**src/rtl/mult8x8_seq.sv**
```systemverilog
// Sequential 8x8 unsigned multiplier: one 4x4 nibble partial product per clock, four steps per result.
// Optional MULT_ZERO_SKIP_EN: a zero operand bypasses the nibble steps and completes with product=0.
module mult8x8_seq #(
  parameter int N = 4
) (
  input  logic           clk,
  input  logic           reset,
  input  logic           start,
  input  logic [2*N-1:0] dataa,
  input  logic [2*N-1:0] datab,
  output logic [4*N-1:0] product,
  output logic           done_flag,
  output logic           busy,
  output logic [1:0]     sel
);

  typedef enum logic [1:0] {IDLE, CALC, DONE} state_t;

  state_t         state, state_d;
  logic [2*N-1:0] a_reg, b_reg, a_d, b_d;
  logic [4*N-1:0] acc, acc_d, product_d, shifted;
  logic [1:0]     sel_d;
  logic           done_d;
  logic           zero_hit, zero_hit_d;
  logic [N-1:0]   a_nib, b_nib;
  logic [2*N-1:0] partial;

  // sel[0] picks the multiplicand nibble, sel[1] the multiplier nibble
  assign a_nib   = sel[0] ? a_reg[2*N-1:N] : a_reg[N-1:0];
  assign b_nib   = sel[1] ? b_reg[2*N-1:N] : b_reg[N-1:0];
  assign partial = {{N{1'b0}}, a_nib} * {{N{1'b0}}, b_nib};
  assign busy    = (state != IDLE);

  // Partial product weight is N bits per high nibble involved: 0, N, N, 2N
  always_comb begin
    shifted = {{2*N{1'b0}}, partial};
    case (sel)
      2'd1, 2'd2: shifted = {{2*N{1'b0}}, partial} << N;
      2'd3:       shifted = {{2*N{1'b0}}, partial} << (2*N);
      default:    shifted = {{2*N{1'b0}}, partial};
    endcase
  end

  always_comb begin
    state_d    = state;
    a_d        = a_reg;
    b_d        = b_reg;
    acc_d      = acc;
    sel_d      = sel;
    product_d  = product;
    done_d     = 1'b0;
    zero_hit_d = zero_hit;
    case (state)
      IDLE: begin
        if (start) begin
          a_d   = dataa;
          b_d   = datab;
          acc_d = '0;
          sel_d = 2'd0;
`ifdef MULT_ZERO_SKIP_EN
          zero_hit_d = (dataa == '0) || (datab == '0);
          state_d    = zero_hit_d ? DONE : CALC;
`else
          zero_hit_d = 1'b0;
          state_d    = CALC;
`endif
        end
      end
      CALC: begin
        acc_d = acc + shifted;
        sel_d = sel + 2'd1;
        // Only the final sum reaches product; intermediate sums stay internal
        if (sel == 2'd3) begin
          product_d = acc_d;
          done_d    = 1'b1;
          state_d   = DONE;
        end
      end
      DONE: begin
        state_d    = IDLE;
        sel_d      = 2'd0;
        zero_hit_d = 1'b0;
        // A zero-skip pass completes here, one edge after capture
        if (zero_hit) begin
          product_d = '0;
          done_d    = 1'b1;
        end
      end
      default: state_d = IDLE;
    endcase
  end

  always_ff @(posedge clk) begin
    if (reset) begin
      state     <= IDLE;
      a_reg     <= '0;
      b_reg     <= '0;
      acc       <= '0;
      sel       <= 2'd0;
      product   <= '0;
      done_flag <= 1'b0;
      zero_hit  <= 1'b0;
    end else begin
      state     <= state_d;
      a_reg     <= a_d;
      b_reg     <= b_d;
      acc       <= acc_d;
      sel       <= sel_d;
      product   <= product_d;
      done_flag <= done_d;
      zero_hit  <= zero_hit_d;
    end
  end

endmodule

```
**config.mk**
```make
export PLATFORM = sky130hd
export DESIGN_NAME = mult8x8_seq
export DESIGN_NICKNAME = d
export VERILOG_FILES = /design/src/rtl/mult8x8_seq.sv
export SDC_FILE = /design/constraint.sdc
export NUM_CORES = 1
export LEC_CHECK = 0
export BUFFER_PORTS_ARGS = -buffer_cell sky130_fd_sc_hd__buf_2
export CAP_MARGIN = 20
export CORE_ASPECT_RATIO = 0.9
export CORE_MARGIN = 2
export CORE_UTILIZATION = 25
export CTS_BUF_LIST = sky130_fd_sc_hd__clkbuf_4
export DETAILED_ROUTE_END_ITERATION = 12
export SLEW_MARGIN = 20
export SYNTH_ARGS = -nofsm -noshare
export SYNTH_HDL_FRONTEND = slang
export SYNTH_SLANG_ARGS = --single-unit
```
**constraint.sdc**
```tcl
create_clock -name clk -period 7.13 [get_ports clk]
set_input_delay 0.713 -clock clk [delete_from_list [all_inputs] [get_ports clk]]
set_output_delay 0.713 -clock clk [all_outputs]
set_load 0.05 [all_outputs]
```
== Word-level counts from Yosys, hierarchy flattened ==
Index checks and enable logic that the tools add are counted.

* Add/subtract/negate cells: 2
* $mul: 1
* Div/mod/pow operators: 0
* Magnitude comparators: 0
* Equal/unequal tests: 8
* Shift operators: 0
* Mux-type cells: 18
* Bitwise logic cells: 0
* Reductions and logical operators: 13

{| class="wikitable"
|+ Operators by type and width
! cell !! count
|-
| $pmux 16 s2 || 3
|-
| $mux 16 || 3
|-
| $add 16x16->16 || 1
|-
| $reduce_and 2->1 || 5
|-
| $mul 4x4->8 || 1
|-
| $mux 4 || 2
|-
| $reduce_bool 2->1 || 4
|-
| $eq 2x2->1 const B || 3
|-
| $mux 2 || 3
|-
| $ne 2x2->1 const B || 3
|-
| $pmux 2 s3 || 1
|-
| $eq 2x1->1 const B || 2
|-
| $pmux 1 s2 || 2
|-
| $pmux 2 s2 || 1
|-
| $mux 1 || 3
|-
| $reduce_and 3->1 || 1
|-
| $reduce_bool 3->1 || 1
|-
| $add 2x1->2 const B || 1
|-
| $logic_not 2->1 || 1
|-
| $reduce_or 2->1 || 1
|}

* Bits in registers: 54
* Latch bits: 0
* Memory bits (writable): 0
* ROM bits: 0
* Output and inout port bits: 20
* Memories: 0

== Depth between registers and ports, before layout ==
* Depth in word-level cells: 6
* Depth in mapped cells: 22
* Gate-level depth less buffers: 21

== Worst setup path after synthesis ==
OpenSTA, ideal clock, no wires.

* Path type: reg2reg
* From: register sel[0]
* To: register product[12]
* Library setup time: 0.132 ns
* Data arrival time: 5.195 ns
* Data required time: 6.998 ns
* Path slack: 1.803 ns
* Stages on the path, launching flop included: 19
* Buffers on the path: 1
* Clock period less this slack: 5.327 ns
* Cells stage by stage: dfxtp_1 -> clkbuf_1 -> mux2i_1 -> or2_2 -> fa_1 -> inv_1 -> fa_1 -> inv_1 -> fa_1 -> xnor2_1 -> a22o_1 -> ha_1 -> a21o_1 -> a221oi_2 -> a21oi_2 -> o311a_1 -> or3_1 -> nand3_1 -> a21oi_1

* Cells in the longest elaborated chain, start to end: 6

{| class="wikitable"
|+ Ends and longest elaborated chain
! what !! RTL line !! source
|-
| start: declaration || 14 || <nowiki>output logic [1:0] sel</nowiki>
|-
| start signal: assignment || 108 || <nowiki>sel <= sel_d;</nowiki>
|-
| $mux 4, or another cell as far along || 29 || <nowiki>assign a_nib = sel[0] ? a_reg[2*N-1:N] : a_reg[N-1:0];</nowiki>
|-
| $mul 4x4->8 or $reduce_or 2->1 (tied branches) || 31, 37 ||
|-
| $pmux 16 s2 || 37 || <nowiki>case (sel)</nowiki>
|-
| $add 16x16->16 || 70 || <nowiki>acc_d = acc + shifted;</nowiki>
|-
| $mux 16 || 73 || <nowiki>if (sel == 2'd3) begin</nowiki>
|-
| $pmux 16 s2 || 53 || <nowiki>case (state)</nowiki>
|-
| end signal: assignment || 109 || <nowiki>product <= product_d;</nowiki>
|-
| end: declaration || 11 || <nowiki>output logic [4*N-1:0] product,</nowiki>
|}

Several ways; a longest one is shown, not always the timed one. The select of a mux whose other input is x is not followed.
A chain may end at the register's enable or synchronous reset.

== Worst setup path after layout ==
Ends and elaborated chain as after synthesis.

==> impl_metrics.py <==
metrics = {
    "clocking": {
        "cts_buffers": 5,
        "tritoncts": "built",
        "postCtsSetupBuffers": 0,
        "cts_buffer_depth": 2,
        "cts_resized": 0,
        "clk_latency_ns": 0.39,
        "cts_hold_buf": 0,
        "path_clk_slew_ns": 0.16,
        "cts.htree.levels": 2,
        "cts_root_buf": "clkbuf_4",
        "numClockSinks": 53,
    },
    "drt": {
        "wl_met3_um": 232,
        "wl_um": 8200,
        "drc_errors": 0,
        "highest_layer": "met4",
        "first_pass_iters": 4,
        "wl_per_cell_um": 13.4,
        "vias_per_cell": 4.88,
        "wl_met2_um": 3960,
        "antenna_left": 0,
        "num_vias": 2979,
        "drt_iter0_markers": 118,
        "drt-met1-wl_um": 3830,
    },
    "min_path": {
        "hold_end": "product[9]$_SDFFE_PP0P_",
        "hold_depth": 2,
        "hold_path.class": "flop to flop",
        "worstHoldStart": "product[9]$_SDFFE_PP0P_",
    },
    "setup_path": {
        "worstSetupPathType": "flop to flop",
        "ff2ff_path_depth": 21,
        "crit_family": "adder cells",
        "crit_slowest_cell": "dfxtp_1",
        "worst-r2r-setup-slack_ns": 1.83,
        "crit_chain": "mux2i_1 -> or2_2 -> fa_1 -> inv_1 -> fa_1 -> inv_1 -> fa_1 -> inv_1 -> a21o_1 -> a21oi_1 -> xnor2_1 -> nand2_1 -> o21ai_0 -> ha_1 -> o21a_1 -> o21ai_0 -> a21oi_2 -> o311a_1 -> or3_1 -> nand3_1 -> a21oi_1",
        "critPathBufInv": 3,
        "cp-start-kind": "flop",
        "cp.required_ns": 7.38,
        "critPathCaptureType": "flop",
        "max_stage_delay_ns": 0.60,
        "crit_arrival_ns": 5.55,
        "r2r-start": "sel[0]$_SDFFE_PP0P_",
        "reg2reg_to": "product[12]$_SDFFE_PP0P_",
        "critPathMaxFanout": 9,
    },
    "sta": {
        "fmax_ghz": 0.189,
        "hold_viol": 0,
        "rsz0062_at_grt": "no",
        "worst_pin_slew_ns": 0.981,
        "drv_slew": 0,
        "final-setup-viol-count": 0,
        "setup-tns-final_ns": 0,
        "fin_crit_sh_pct": 74.4,
        "relSlewSlack_pct": 34.3,
        "fin_crit_ns": 5.30,
        "clock_skew_ns": 0.0136,
        "hold_slack_ns": 0.463,
        "layout_setup_ws_ns": 1.83,
    },
    "floorplanning": {
        "chipWidth_um": 125,
        "start_util_pct": 25.8,
        "dieArea_um2": 14100,
        "boundaryPins": 39,
        "fp-row-count": 39,
        "coreArea_um2": 12800,
        "dieHeight_um": 113,
    },
    "pwr": {
        "leakagePower_nw": 1.62,
        "ir_drop_mv": 0.0727,
        "power_density_nw_per_um2": 155,
    },
    "synthesis": {
        "yosys_register_bits": 53,
        "synth_top_area_share_pct": 32.1,
        "syn_area_per_cell_um2": 7.90,
        "synthCells": 418,
        "synth_ff_type": "dfxtp_1",
        "synth-warning-count": 0,
        "synthTopCellsByArea": "dfxtp_1 32%, ha_1 11%, nand2_1 8.2%",
        "synth_cell_type_count": 48,
        "syn_area_um2": 3300,
        "synth-seq-area-share_pct": 32.1,
        "synth_area_leader_cell": "dfxtp_1",
        "async_reset_ff_share_pct": 0,
        "synth_edf_count": 0,
        "postSynthNetCount": 471,
    },
    "run": {
        "maxCapViolations": 0,
    },
    "grt": {
        "grt_util_all_layers_pct": 11.5,
        "grt_first_pass_wirelength_um": 13400,
        "grt-ovfl-total": 0,
        "first_global_vias": 2809,
        "grt_max_degree": 52,
        "antenna_found_initial": 0,
    },
    "cells_and_area": {
        "layout_commonest_cell": "nand2_1",
        "reg_top3": "acc (16), product (16)",
        "design_area_um2": 3750,
        "fin_nets": 499,
        "final_cell_mix": "71 x nand2_1, 53 x dfxtp_1, 52 x a21oi_1",
        "syn2layout_area_growth_pct": 13.5,
        "fin_cells": 611,
        "insertedDiodeCount": 0,
        "drive_gt1_share_pct": 14.1,
    },
    "placement": {
        "dpl_cell_area_um2": 3640,
        "dp_cells": 603,
        "io_buffers": 38,
        "dp_slack_ns": 1.90,
        "hpwl_um": 6170,
        "globalplace.congestion": 0.876,
    },
    "status": {
        "status": "finished clean",
    },
}
## final cells by class
class                      count  area [µm²]
multi-input combinational    332        2120
inverter                      14        52.6
sequential                    53        1060
clock buffer                   5        37.5
timing repair buffer          40         205
tap                          164         205
fill                        1393        9040
clock inverter                 3        65.1
## how the worst max path moves through the flow
stage | from | endpoint | slack, ns | depth (start not counted)
final | sel[0]$_SDFFE_PP0P_ | product[12]$_SDFFE_PP0P_ | 1.83 | 21
after detailed placement | sel[0]$_SDFFE_PP0P_ | product[12]$_SDFFE_PP0P_ | 1.90 | 17
after CTS | sel[1]$_SDFFE_PP0P_ | product[12]$_SDFFE_PP0P_ | 1.85 | 21
after global placement | sel[0]$_SDFFE_PP0P_ | product[12]$_SDFFE_PP0P_ | 2.03 | 17
after floorplan | sel[0]$_SDFFE_PP0P_ | product[12]$_SDFFE_PP0P_ | 1.80 | 18
after global routing | sel[0]$_SDFFE_PP0P_ | product[14]$_SDFFE_PP0P_ | 1.38 | 21
## stage by stage
| step | utilization (%) | total power [mW] |
|---|---|---|
| finish | 29.3 | 0.582 |
| global route | 29.3 | 0.611 |
| CTS | 29.3 | 0.593 |
| detailed placement | 28.5 | 0.383 |
| global placement | 28.5 | 0.381 |
| floorplan | - | 0.362 |
## cell usage after synthesis, types with 5 or more instances
cell	count
nand2_1	72
dfxtp_1	53
a21oi_1	52
nor2_1	39
ha_1	29
clkbuf_1	17
nand3_1	16
inv_1	14
xnor2_1	13
o21ai_0	10
a21o_1	8
and2_1	8
mux2i_1	8
fa_1	5
nor2b_1	5
or2_2	5
## cell families (layout without fill, tap and decap cells)
| family | count (synthesis) | count (layout) | share of synthesized area (%) |
|---|---|---|---|
| compound gates | 102 | 102 | 19.3 |
| xor+xnor | 15 | 15 | 3.98 |
| simple gates | 172 | 172 | 24.0 |
| buf+inv | 33 | 62 | 3.75 |
| fa+ha+maj | 34 | 34 | 14.0 |
| mux | 9 | 9 | 2.77 |
| flops | 53 | 53 | 32.1 |
## power breakdown
group          switching [mW]  internal [mW]  total (mW)
Sequential            0.00587          0.303       0.309
Clock                  0.0979          0.109       0.206
Combinational          0.0454         0.0213      0.0667
## worst register-to-register path: stages, from the launching register on
cell and delay (ns):
dfxtp_1 0.60, mux2i_1 0.20, or2_2 0.32, fa_1 0.53, inv_1 0.05, fa_1 0.57, inv_1 0.07, fa_1 0.46
inv_1 0.08, a21o_1 0.11, a21oi_1 0.07, xnor2_1 0.24, nand2_1 0.07, o21ai_0 0.13, ha_1 0.35, o21a_1 0.22
o21ai_0 0.20, a21oi_2 0.08, o311a_1 0.32, or3_1 0.34, nand3_1 0.10, a21oi_1 0.08
## metal layers
layer	global-route usage, %	up-vias
li1	-	1510
met1	14.8	1409
met2	19.5	48
met3	1.65	12
met4	4.44	0
met5	0	-
No activity file was read; power rests on OpenSTA's default activity.
